File: config.mk
export PLATFORM = sky130hd
export DESIGN_NAME = dds_cmd_exec_flat
export DESIGN_NICKNAME = d
export VERILOG_FILES = /design/src/rtl/dds_cmd_pkg.sv /design/src/rtl/dds_cmd_exec_if.sv /design/src/rtl/spi_shift_tx.sv /design/src/rtl/dds_cmd_exec.sv /design/src/flat_wrapper.sv
export SDC_FILE = /design/constraint.sdc
export NUM_CORES = 1
export LEC_CHECK = 0
export CORE_MARGIN = 2
export CORE_UTILIZATION = 50
export CTS_CLUSTER_DIAMETER = 80
export CTS_CLUSTER_SIZE = 14
export DETAILED_ROUTE_END_ITERATION = 10
export PLACE_DENSITY = 0.76
export SETUP_SLACK_MARGIN = 0.1
export SKIP_LAST_GASP = 1
export SYNTH_ARGS = -nofsm -noshare
export SYNTH_HDL_FRONTEND = slang
export SYNTH_SLANG_ARGS = --single-unit
File: constraint.sdc
create_clock -name clk_i -period 2.5 [get_ports clk_i]
set_input_delay 0.5 -clock clk_i [delete_from_list [all_inputs] [get_ports clk_i]]
set_output_delay 0.5 -clock clk_i [all_outputs]
set_load 0.01 [all_outputs]
File: src/rtl/dds_cmd_pkg.sv
// Shared definitions for the DDS command executor: command codes, register
// addresses, serial frame geometry, FSM states and frame-building helpers.
package dds_cmd_pkg;

  localparam logic [3:0] CMD_NOP    = 4'h0;
  localparam logic [3:0] CMD_FTW    = 4'h1;
  localparam logic [3:0] CMD_POW    = 4'h2;
  localparam logic [3:0] CMD_ASF    = 4'h3;
  localparam logic [3:0] CMD_UPDATE = 4'h4;
  localparam logic [3:0] CMD_MRESET = 4'h5;

  localparam logic [4:0] ADDR_FTW = 5'h04;
  localparam logic [4:0] ADDR_POW = 5'h05;
  localparam logic [4:0] ADDR_ASF = 5'h06;

  // Longest frame is FTW: 8-bit instruction + 32 data bits.
  localparam int FRAME_W = 40;
  localparam int LEN_W   = 6;

  localparam logic [LEN_W-1:0] LEN_FTW = 6'd40;
  localparam logic [LEN_W-1:0] LEN_16  = 6'd24;

  typedef enum logic [2:0] {
    ST_IDLE,
    ST_SHIFT,
    ST_UPDATE,
    ST_MRESET,
    ST_DONE
  } state_e;

  // Frame is left-aligned so the shifter always sends from bit FRAME_W-1.
  function automatic logic [FRAME_W-1:0] build_frame(input logic [3:0]  cmd,
                                                      input logic [31:0] data);
    case (cmd)
      CMD_FTW: return {3'b000, ADDR_FTW, data};
      CMD_POW: return {3'b000, ADDR_POW, data[15:0], 16'h0000};
      CMD_ASF: return {3'b000, ADDR_ASF, 2'b00, data[13:0], 16'h0000};
      default: return '0;
    endcase
  endfunction

  function automatic logic [LEN_W-1:0] frame_len(input logic [3:0] cmd);
    case (cmd)
      CMD_FTW:          return LEN_FTW;
      CMD_POW, CMD_ASF: return LEN_16;
      default:          return '0;
    endcase
  endfunction

  function automatic logic cmd_known(input logic [3:0] cmd);
    return (cmd <= CMD_MRESET);
  endfunction

endpackage

File: src/rtl/dds_cmd_exec_if.sv
// Command handshake from the pulse sequencer plus the DDS serial/strobe pins.
interface dds_cmd_exec_if;

  logic [3:0]  ddscmd_i;
  logic [31:0] ddsdata_i;
  logic        ddscmd_trig_i;
  logic        ddsready_o;
  logic        dds_sclk_o;
  logic        dds_sdio_o;
  logic        dds_cs_n_o;
  logic        dds_ioupdate_o;
  logic        dds_mrst_o;
  logic        cmd_err_o;
  logic        overrun_o;

  modport master (
    output ddscmd_i, ddsdata_i, ddscmd_trig_i,
    input  ddsready_o, dds_sclk_o, dds_sdio_o, dds_cs_n_o,
    input  dds_ioupdate_o, dds_mrst_o, cmd_err_o, overrun_o
  );

  modport slave (
    input  ddscmd_i, ddsdata_i, ddscmd_trig_i,
    output ddsready_o, dds_sclk_o, dds_sdio_o, dds_cs_n_o,
    output dds_ioupdate_o, dds_mrst_o, cmd_err_o, overrun_o
  );

endinterface

File: src/rtl/spi_shift_tx.sv
// Mode-0 SPI serializer: shifts `len` bits MSB first, each bit CLK_DIV cycles
// low then CLK_DIV cycles high, followed by a CLK_DIV-cycle low tail.
module spi_shift_tx
  import dds_cmd_pkg::*;
#(
  parameter int CLK_DIV = 2
) (
  input  logic               clk,
  input  logic               rst,
  input  logic               load,
  input  logic [FRAME_W-1:0] word,
  input  logic [LEN_W-1:0]   len,
  output logic               busy,
  output logic               done,
  output logic               sclk,
  output logic               sdio
);

  localparam logic [7:0] DIV_LAST = 8'(CLK_DIV - 1);

  logic               busy_q;
  logic               sclk_q;
  logic               tail_q;
  logic [LEN_W-1:0]   bit_cnt;
  logic [7:0]         div_cnt;
  logic [FRAME_W-1:0] sreg;
  logic               half_end;

  assign half_end = (div_cnt == DIV_LAST);

  always_ff @(posedge clk) begin
    if (rst) begin
      busy_q  <= 1'b0;
      sclk_q  <= 1'b0;
      tail_q  <= 1'b0;
      bit_cnt <= '0;
      div_cnt <= '0;
    end else if (!busy_q) begin
      if (load) begin
        busy_q  <= 1'b1;
        sclk_q  <= 1'b0;
        tail_q  <= 1'b0;
        bit_cnt <= len - LEN_W'(1);
        div_cnt <= '0;
      end
    end else if (!half_end) begin
      div_cnt <= div_cnt + 8'd1;
    end else begin
      div_cnt <= '0;
      if (tail_q) begin
        busy_q <= 1'b0;
        tail_q <= 1'b0;
      end else if (!sclk_q) begin
        sclk_q <= 1'b1;
      end else begin
        sclk_q <= 1'b0;
        if (bit_cnt == '0) tail_q  <= 1'b1;
        else               bit_cnt <= bit_cnt - LEN_W'(1);
      end
    end
  end

  // Data advances on the SCLK falling edge so SDIO is stable while SCLK is high.
  always_ff @(posedge clk) begin
    if (load && !busy_q)
      sreg <= word;
    else if (busy_q && half_end && sclk_q && !tail_q)
      sreg <= {sreg[FRAME_W-2:0], 1'b0};
  end

  assign busy = busy_q;
  assign done = busy_q & tail_q & half_end;
  assign sclk = sclk_q;
  assign sdio = busy_q & ~tail_q & sreg[FRAME_W-1];

endmodule

File: src/rtl/dds_cmd_exec.sv
// DDS command executor: accepts sequencer commands and turns them into SPI
// register writes, IO_UPDATE strobes or master-reset pulses.
module dds_cmd_exec
  import dds_cmd_pkg::*;
#(
  parameter int CLK_DIV   = 2,
  parameter int IOUPD_LEN = 4,
  parameter int MRST_LEN  = 8
) (
  input  logic           clk_i,
  input  logic           reset_i,
  dds_cmd_exec_if.slave  bus
);

  localparam int CNT_W = 16;

  state_e             state;
  state_e             state_nxt;
  logic [CNT_W-1:0]   cnt;
  logic [CNT_W-1:0]   cnt_nxt;
  logic               accept;
  logic               spi_load;
  logic               spi_busy;
  logic               spi_done;
  logic               spi_sclk;
  logic               spi_sdio;
  logic               ready_q;
  logic               ioupd_q;
  logic               mrst_q;
  logic               err_q;
  logic               ovr_q;

  assign accept = bus.ddscmd_trig_i && (state == ST_IDLE);

  always_comb begin
    state_nxt = state;
    cnt_nxt   = cnt;
    spi_load  = 1'b0;
    unique case (state)
      ST_IDLE: begin
        if (accept) begin
          case (bus.ddscmd_i)
            CMD_FTW, CMD_POW, CMD_ASF: begin
              state_nxt = ST_SHIFT;
              spi_load  = 1'b1;
            end
            CMD_UPDATE: begin
              state_nxt = ST_UPDATE;
              cnt_nxt   = '0;
            end
            CMD_MRESET: begin
              state_nxt = ST_MRESET;
              cnt_nxt   = '0;
            end
            default: state_nxt = ST_DONE;
          endcase
        end
      end
      ST_SHIFT: begin
        if (spi_done) begin
          state_nxt = ST_UPDATE;
          cnt_nxt   = '0;
        end
      end
      ST_UPDATE: begin
        if (cnt == CNT_W'(IOUPD_LEN - 1)) state_nxt = ST_DONE;
        else                              cnt_nxt   = cnt + CNT_W'(1);
      end
      ST_MRESET: begin
        if (cnt == CNT_W'(MRST_LEN - 1)) state_nxt = ST_DONE;
        else                             cnt_nxt   = cnt + CNT_W'(1);
      end
      ST_DONE:  state_nxt = ST_IDLE;
      default:  state_nxt = ST_IDLE;
    endcase
  end

  // Strobe outputs are registered from the next state so they stay glitch-free.
  always_ff @(posedge clk_i) begin
    if (reset_i) begin
      state   <= ST_IDLE;
      cnt     <= '0;
      ready_q <= 1'b1;
      ioupd_q <= 1'b0;
      mrst_q  <= 1'b0;
      err_q   <= 1'b0;
      ovr_q   <= 1'b0;
    end else begin
      state   <= state_nxt;
      cnt     <= cnt_nxt;
      ready_q <= (state_nxt == ST_IDLE);
      ioupd_q <= (state_nxt == ST_UPDATE);
      mrst_q  <= (state_nxt == ST_MRESET);
      err_q   <= accept && !cmd_known(bus.ddscmd_i);
      ovr_q   <= bus.ddscmd_trig_i && (state != ST_IDLE);
    end
  end

  spi_shift_tx #(
    .CLK_DIV (CLK_DIV)
  ) u_spi (
    .clk  (clk_i),
    .rst  (reset_i),
    .load (spi_load),
    .word (build_frame(bus.ddscmd_i, bus.ddsdata_i)),
    .len  (frame_len(bus.ddscmd_i)),
    .busy (spi_busy),
    .done (spi_done),
    .sclk (spi_sclk),
    .sdio (spi_sdio)
  );

  assign bus.ddsready_o     = ready_q;
  assign bus.dds_sclk_o     = spi_sclk;
  assign bus.dds_sdio_o     = spi_sdio;
  assign bus.dds_cs_n_o     = ~spi_busy;
  assign bus.dds_ioupdate_o = ioupd_q;
  assign bus.dds_mrst_o     = mrst_q;
  assign bus.cmd_err_o      = err_q;
  assign bus.overrun_o      = ovr_q;

endmodule

File: src/flat_wrapper.sv
// flat-port wrapper written by rule: the top's interface ports become plain ports
module dds_cmd_exec_flat import dds_cmd_pkg::*;
#(
  parameter int CLK_DIV   = 2,
  parameter int IOUPD_LEN = 4,
  parameter int MRST_LEN  = 8
)
  (clk_i, reset_i, bus_ddscmd_i, bus_ddsdata_i, bus_ddscmd_trig_i, bus_ddsready_o, bus_dds_sclk_o, bus_dds_sdio_o, bus_dds_cs_n_o, bus_dds_ioupdate_o, bus_dds_mrst_o, bus_cmd_err_o, bus_overrun_o);
  dds_cmd_exec_if bus_i ();
  input  logic clk_i;
  input  logic reset_i;
  input wire logic [$bits(bus_i.ddscmd_i)-1:0] bus_ddscmd_i;
  input wire logic [$bits(bus_i.ddsdata_i)-1:0] bus_ddsdata_i;
  input wire logic [$bits(bus_i.ddscmd_trig_i)-1:0] bus_ddscmd_trig_i;
  output wire logic [$bits(bus_i.ddsready_o)-1:0] bus_ddsready_o;
  output wire logic [$bits(bus_i.dds_sclk_o)-1:0] bus_dds_sclk_o;
  output wire logic [$bits(bus_i.dds_sdio_o)-1:0] bus_dds_sdio_o;
  output wire logic [$bits(bus_i.dds_cs_n_o)-1:0] bus_dds_cs_n_o;
  output wire logic [$bits(bus_i.dds_ioupdate_o)-1:0] bus_dds_ioupdate_o;
  output wire logic [$bits(bus_i.dds_mrst_o)-1:0] bus_dds_mrst_o;
  output wire logic [$bits(bus_i.cmd_err_o)-1:0] bus_cmd_err_o;
  output wire logic [$bits(bus_i.overrun_o)-1:0] bus_overrun_o;
  assign bus_i.ddscmd_i = bus_ddscmd_i;
  assign bus_i.ddsdata_i = bus_ddsdata_i;
  assign bus_i.ddscmd_trig_i = bus_ddscmd_trig_i;
  assign bus_ddsready_o = bus_i.ddsready_o;
  assign bus_dds_sclk_o = bus_i.dds_sclk_o;
  assign bus_dds_sdio_o = bus_i.dds_sdio_o;
  assign bus_dds_cs_n_o = bus_i.dds_cs_n_o;
  assign bus_dds_ioupdate_o = bus_i.dds_ioupdate_o;
  assign bus_dds_mrst_o = bus_i.dds_mrst_o;
  assign bus_cmd_err_o = bus_i.cmd_err_o;
  assign bus_overrun_o = bus_i.overrun_o;
  dds_cmd_exec #(.CLK_DIV(CLK_DIV), .IOUPD_LEN(IOUPD_LEN), .MRST_LEN(MRST_LEN)) u_core (.clk_i(clk_i), .reset_i(reset_i), .bus(bus_i));
endmodule
== After elaboration in Yosys (flattened, before gate mapping) ==
Cells that the tools add are included.

* Bits in registers: 81
* Output and inout bits: 8
* Input port bits: 39

* Order comparisons: 1
* Reduce and logical (&&, ||, !) cells: 24
* $add $sub $neg: 4
* Eq/ne operators: 22
* Bitwise gates (word level): 6
* Multiplexer cells: 42

{| class="wikitable"
|+ Operators with widths
! cell !! count
|-
| $pmux W35 S3 || 1
|-
| $mux W16 || 5
|-
| $mux W40 || 2
|-
| $pmux W16 S4 || 1
|-
| $mux W6 || 6
|-
| $mux W8 || 3
|-
| $mux W1 || 17
|-
| $add A16 B1 Y16 const B || 1
|-
| $eq A16 B2 Y1 const B || 1
|-
| $eq A16 B3 Y1 const B || 1
|-
| $eq A3 B2 Y1 const B || 4
|-
| $mux W3 || 4
|-
| $pmux W3 S4 || 1
|-
| $pmux W6 S2 || 1
|-
| $sub A6 B1 Y6 const B || 2
|-
| $ne A2 B2 Y1 const B || 5
|-
| $pmux W3 S3 || 1
|-
| $add A8 B1 Y8 const B || 1
|-
| $eq A4 B2 Y1 const B || 2
|-
| $eq A4 B3 Y1 const B || 2
|-
| $eq A8 B1 Y1 const B || 1
|-
| $ne A2 B1 Y1 const B || 4
|-
| $logic_and A1 B1 Y1 || 7
|-
| $logic_not A3 Y1 || 2
|-
| other kinds (16) || 24
|}

== Longest topological paths before layout ==
* Depth after elaboration: 7
* Mapped depth: 9
* Mapped depth without buffers: 8

== By module ==
A second synthesis with hierarchy kept.

* Cells, all modules: 493
* Area, all modules: 4317.9 sq um

{| class="wikitable"
|+ Modules (own cells, without submodules)
! module !! instances !! area each (sq um) !! sequential area each (sq um) !! cells each
|-
| spi_shift_tx || 1 || 2788.9 || 1541.5 || 304
|-
| dds_cmd_exec || 1 || 1529.0 || 480.5 || 189
|}

== Worst setup path after synthesis ==
No wires, ideal clock.

* Path type: input -> register
* Start point: input bus_ddscmd_trig_i
* End point: register u_core.u_spi.sreg[0] (enable)
* Slack: -0.075 ns
* Arrival time: 2.179 ns
* Stages: 4
* Path buffers: 0
* Cell sequence: nor4b_1 > nand4_1 > and2_1 > inv_1

* Word-level cells in the longest chain between the ends: 5

{| class="wikitable"
|+ Ends and longest elaborated chain
! what !! RTL line !! source
|-
| start, declared || flat_wrapper.sv:14 || <nowiki>input wire logic [$bits(bus_i.ddscmd_trig_i)-1:0] bus_ddscmd_trig_i;</nowiki>
|-
| $logic_and A1 B1 Y1 || dds_cmd_exec.sv:33 || <nowiki>assign accept = bus.ddscmd_trig_i && (state == ST_IDLE);</nowiki>
|-
| $mux W1 || dds_cmd_exec.sv:41 || <nowiki>if (accept) begin</nowiki>
|-
| $mux W1 || dds_cmd_exec.sv:39 || <nowiki>unique case (state)</nowiki>
|-
| $logic_and A1 B1 Y1 || spi_shift_tx.sv:65 || <nowiki>if (load && !busy_q)</nowiki>
|-
| $reduce_bool A2 Y1 (no line) || - ||
|-
| end signal, assigned || spi_shift_tx.sv:66 || <nowiki>sreg <= word;</nowiki>
|-
| end signal, assigned || spi_shift_tx.sv:68 || <nowiki>sreg <= {sreg[FRAME_W-2:0], 1'b0};</nowiki>
|-
| end, declared || spi_shift_tx.sv:26 || <nowiki>logic [FRAME_W-1:0] sreg;</nowiki>
|}

Every way passes these cells.
A chain may end at the register's enable or synchronous reset.

== Worst setup path after layout ==
* Start point: register u_core.u_spi.div_cnt[1]
* End point: register u_core.cnt[10]

* Word-level cells in the longest chain between the ends: 4

{| class="wikitable"
|+ Ends and longest elaborated chain
! what !! RTL line !! source
|-
| start, declared || spi_shift_tx.sv:25 || <nowiki>logic [7:0] div_cnt;</nowiki>
|-
| start signal, assigned || spi_shift_tx.sv:47 || <nowiki>div_cnt <= div_cnt + 8'd1;</nowiki>
|-
| $eq A8 B1 Y1 || spi_shift_tx.sv:29 || <nowiki>assign half_end = (div_cnt == DIV_LAST);</nowiki>
|-
| $and A1 B1 Y1 || spi_shift_tx.sv:72 || <nowiki>assign done = busy_q & tail_q & half_end;</nowiki>
|-
| $ne A2 B1 Y1 (no line) || - ||
|-
| $reduce_and A6 Y1 (no line) || - ||
|-
| end signal, assigned || dds_cmd_exec.sv:90 || <nowiki>cnt <= cnt_nxt;</nowiki>
|-
| end, declared || dds_cmd_exec.sv:19 || <nowiki>logic [CNT_W-1:0] cnt;</nowiki>
|}

Every way passes these cells.

==> results.sh <==
export IMPL_gp_congestion=0.852
export IMPL_fin_hold_ws_ns=0.489
export IMPL_grt_pass1_vias=3028
export IMPL_chipWidth_um=91.9
export IMPL_area_delta_synth_final_pct=27.5
export IMPL_drv_cap=0
export IMPL_combPwrFrac_pct=11.1
export IMPL_final_max_slew_viol_count=0
export IMPL_clk_latency_ns=0.36
export IMPL_die_area_mm2=0.00844
export IMPL_grt_usage_pct=21.3
export IMPL_synthSimpleGateAreaFrac_pct=24.3
export IMPL_max_stage_delay_ns=0.49
export IMPL_finalSetupViolations=0
export IMPL_cp_arrival_ns=2.64
export IMPL_synth_top_family_by_area="simple AND/OR/NAND/NOR gates"
export IMPL_power_switching_w=0.000685
export IMPL_cts_path_max_buffers=2
export IMPL_wl_mm=8.90
export IMPL_fp_coreArea_mm2=0.00761
export IMPL_post_route_period_util_pct=93.5
export IMPL_drc=0
export IMPL_cp_start_kind="flop"
export IMPL_antenna_found_initial=0
export IMPL_grt_max_degree=69
export IMPL_yosys_mux_area_fraction_pct=0.551
export IMPL_netlist_instances=421
export IMPL_clk_pin_slew_ns=0.09
export IMPL_crit_path_max_fanout=8
export IMPL_cts_root_buf="clkbuf_8"
export IMPL_required_ns=2.80
export IMPL_hp_class="reg -> reg"
export IMPL_antenna_cells=0
export IMPL_drtAntennaViolNets=0
export IMPL_finalWorstSetupSlack_ns=0.163
export IMPL_yosys_area_top_type="edfxtp_1"
export IMPL_swShare_pct=25.0
export IMPL_cp_slowest_cell="or4b_4"
export IMPL_yosys_register_bits=81
export IMPL_nets=529
export IMPL_synth_compound_area_share_pct=18.0
export IMPL_peakVddDrop_mv=0.335
export IMPL_htree_levels=3
export IMPL_intPower_w=0.00205
export IMPL_ys_warn_count=0
export IMPL_vias=3387
export IMPL_synth_area_mm2=0.00386
export IMPL_hold_viol=0
export IMPL_post_route_min_period_ns=2.34
export IMPL_io_pins=47
export IMPL_yosysUniqueCellTypes=51
export IMPL_yosysTopAreaCellShare_pct=31.1
export IMPL_dp_hpwl_mm=6.00
export IMPL_initial_core_util_pct=50.8
export IMPL_seqPwrFrac_pct=52.7
export IMPL_rows=32
export IMPL_final_util_pct=64.7
export IMPL_seq_area_frac_synth_pct=52.4
export IMPL_yosys_area_share_adder_pct=1.30
export IMPL_worst_pin_slew_ns=0.715
export IMPL_syn_area_per_cell_um2=9.17
export IMPL_fmax_mhz=428
export IMPL_postPlaceCellArea_mm2=0.00462
export IMPL_path_class="reg -> reg"
export IMPL_crit_chain="inv_2 -> ha_4 -> or4b_4 -> nor4_4 -> o221ai_4 -> buf_6 -> or4_4 -> nand2_1"
export IMPL_fp_dieH_um=91.9
export IMPL_synth_area_top_cells="edfxtp_1, dfxtp_1, nand2_1, o21ai_0, a21oi_1"
export IMPL_synth_xor_area_share_pct=0.680
export IMPL_p_leak_nw=1.74
export IMPL_cts_buffers=9
export IMPL_synth_edff_count=40
export IMPL_grt_pass1_wl_mm=14.3
export IMPL_power_w=0.00274
export IMPL_viasPerCell=5.71
export IMPL_hold_buffers=0
export IMPL_cts_tree="done"
export IMPL_wl_per_cell_um=15.0
export IMPL_pre_cts_slack_ns=-0.151
export IMPL_drive_gt1_share_pct=13.4
export IMPL_cts_sinks=81
export IMPL_skew_ns=0.0123
export IMPL_relSlewSlack_pct=52.3
export IMPL_pwr_density_cell_mw_per_mm2=556
export IMPL_dr_pass1_iters=5
export IMPL_drt_iter0_drc=215
export IMPL_rsz0062_at_grt="yes"
export IMPL_stdcell_area_mm2=0.00492
export IMPL_endpoint_kind="flop"
export IMPL_grt_overflow_total=0
export IMPL_async_flop_share_pct=0
export IMPL_synth_main_ff_cell="dfxtp_1"
export IMPL_status="complete, no violations"
export IMPL_p_clk_share_pct=36.2
export IMPL_synth_nets=464
export IMPL_io_buffers=46
state kept, by name, summed over array words and instances, names as in the netlist:
name	count
u_core.u_spi.div_cnt	8
u_core.u_spi.tail_q	1
u_core.bus.dds_mrst_o	1
u_core.u_spi.sclk	1
u_core.state	3
u_core.bus.ddsready_o	1
u_core.u_spi.bit_cnt	6
u_core.bus.dds_ioupdate_o	1
u_core.u_spi.busy	1
u_core.u_spi.sreg	40
u_core.cnt	16
u_core.bus.overrun_o	1
u_core.bus.cmd_err_o	1
critical path: cells and delay by family, from the launching register on:
kind | cells | cell delay [ns]
simple gates | 4 | 1.38
flops | 1 | 0.33
buf+inv | 2 | 0.23
compound gates | 1 | 0.21
fa+ha+maj | 1 | 0.12
synth_stat cells, types with 2 or more instances:
library cell,count
o211ai_1,4
ha_1,4
nand3_1,14
a221oi_1,2
a21o_1,2
xnor2_1,2
clkbuf_1,19
buf_2,2
nor2_1,34
nor2b_1,3
nand3b_1,4
and2_1,9
a41oi_1,2
edfxtp_1,40
a211oi_1,4
nand2_1,68
nor3_1,11
and3_1,7
o31ai_1,2
nor3b_1,2
inv_1,6
a21oi_1,27
or2_2,2
dfxtp_1,41
nand4_1,3
or3_1,8
a31oi_1,2
nor4_1,3
nor4b_1,3
a22oi_1,16
or4_1,6
o21ai_0,50
timing repair:
| item | in CTS | in global routing |
|---|---|---|
| endpoints found under the setup margin | 5 | 12 |
| gates cloned | 0 | 1 |
| gates resized for setup | 1 | 16 |
| buffers inserted | 2 | 3 |
| pin swaps | 1 | 8 |
cells in the final DEF (no fill, tap or decap), types with 5 or more instances in the layout:
cell	n
dfxtp_1	39
and2_1	9
nor2_1	34
nor3_1	11
edfxtp_1	40
clkdlybuf4s50_1	46
clkbuf_8	9
nand2_1	68
buf_12	5
or3_1	7
buf_4	21
a22oi_1	16
a21oi_1	25
and3_1	7
o21ai_0	50
nand3_1	14
power groups by stage:
stage               Clock, W  Sequential (W)  Combinational [W]
floorplan                  0         0.00147           0.000137
global placement           0         0.00147           0.000285
CTS                  0.00101         0.00144           0.000296
finish              0.000991         0.00144           0.000304
global route         0.00106         0.00145           0.000332
detailed placement         0         0.00147           0.000290
kinds of logic (layout without fill, tap and decap cells):
family / Yosys count / count (layout)
and+or+nand+nor: 186 / 186
AOI/OAI and AO/OA: 117 / 117
DFF: 81 / 81
buffers and inverters: 28 / 98
adders and majority gates: 4 / 4
xor gates and xnor gates: 3 / 3
muxes: 2 / 2
final cells by class:
cell class | instances | area, um^2
Clock buffer | 9 | 124
Timing Repair Buffer | 76 | 757
Multi-Input combinational cell | 312 | 1780
Inverter | 6 | 26.3
Fill cell | 616 | 2690
Tap cell | 102 | 128
Sequential cell | 81 | 2020
Clock inverter | 7 | 81.3
metal layers:
metal,wire (um),part of all wire [%],GRT usage [%]
met2,4410,50,34.9
met5,0,0,0
met1,3960,44,28.2
met4,101,1.1,6.09
met3,433,4.9,5.09
final timing paths:
kind | startpoint | to | slack, ns | depth (start not counted)
worst max-delay path | u_core.u_spi.div_cnt[1] | u_core.cnt[10] | 0.16 | 8
worst min-delay path | u_core.u_spi.bit_cnt[0] | u_core.u_spi.bit_cnt[0] | 0.49 | 2
worst max register to register | u_core.u_spi.div_cnt[1] | u_core.cnt[10] | 0.16 | 8
worst min register to register | u_core.u_spi.bit_cnt[0] | u_core.u_spi.bit_cnt[0] | 0.49 | 2
through the flow:
stage / TNS [ns] / std cells
6_report: 0 / 593
5_1_grt: 0 / 593
4_1_cts: 0 / 589
3_5_place_dp: -1.01 / 571
3_3_place_gp: -0.727 / 571
2_1_floorplan: 0 / 421
(Power assumes the default switching activity.)
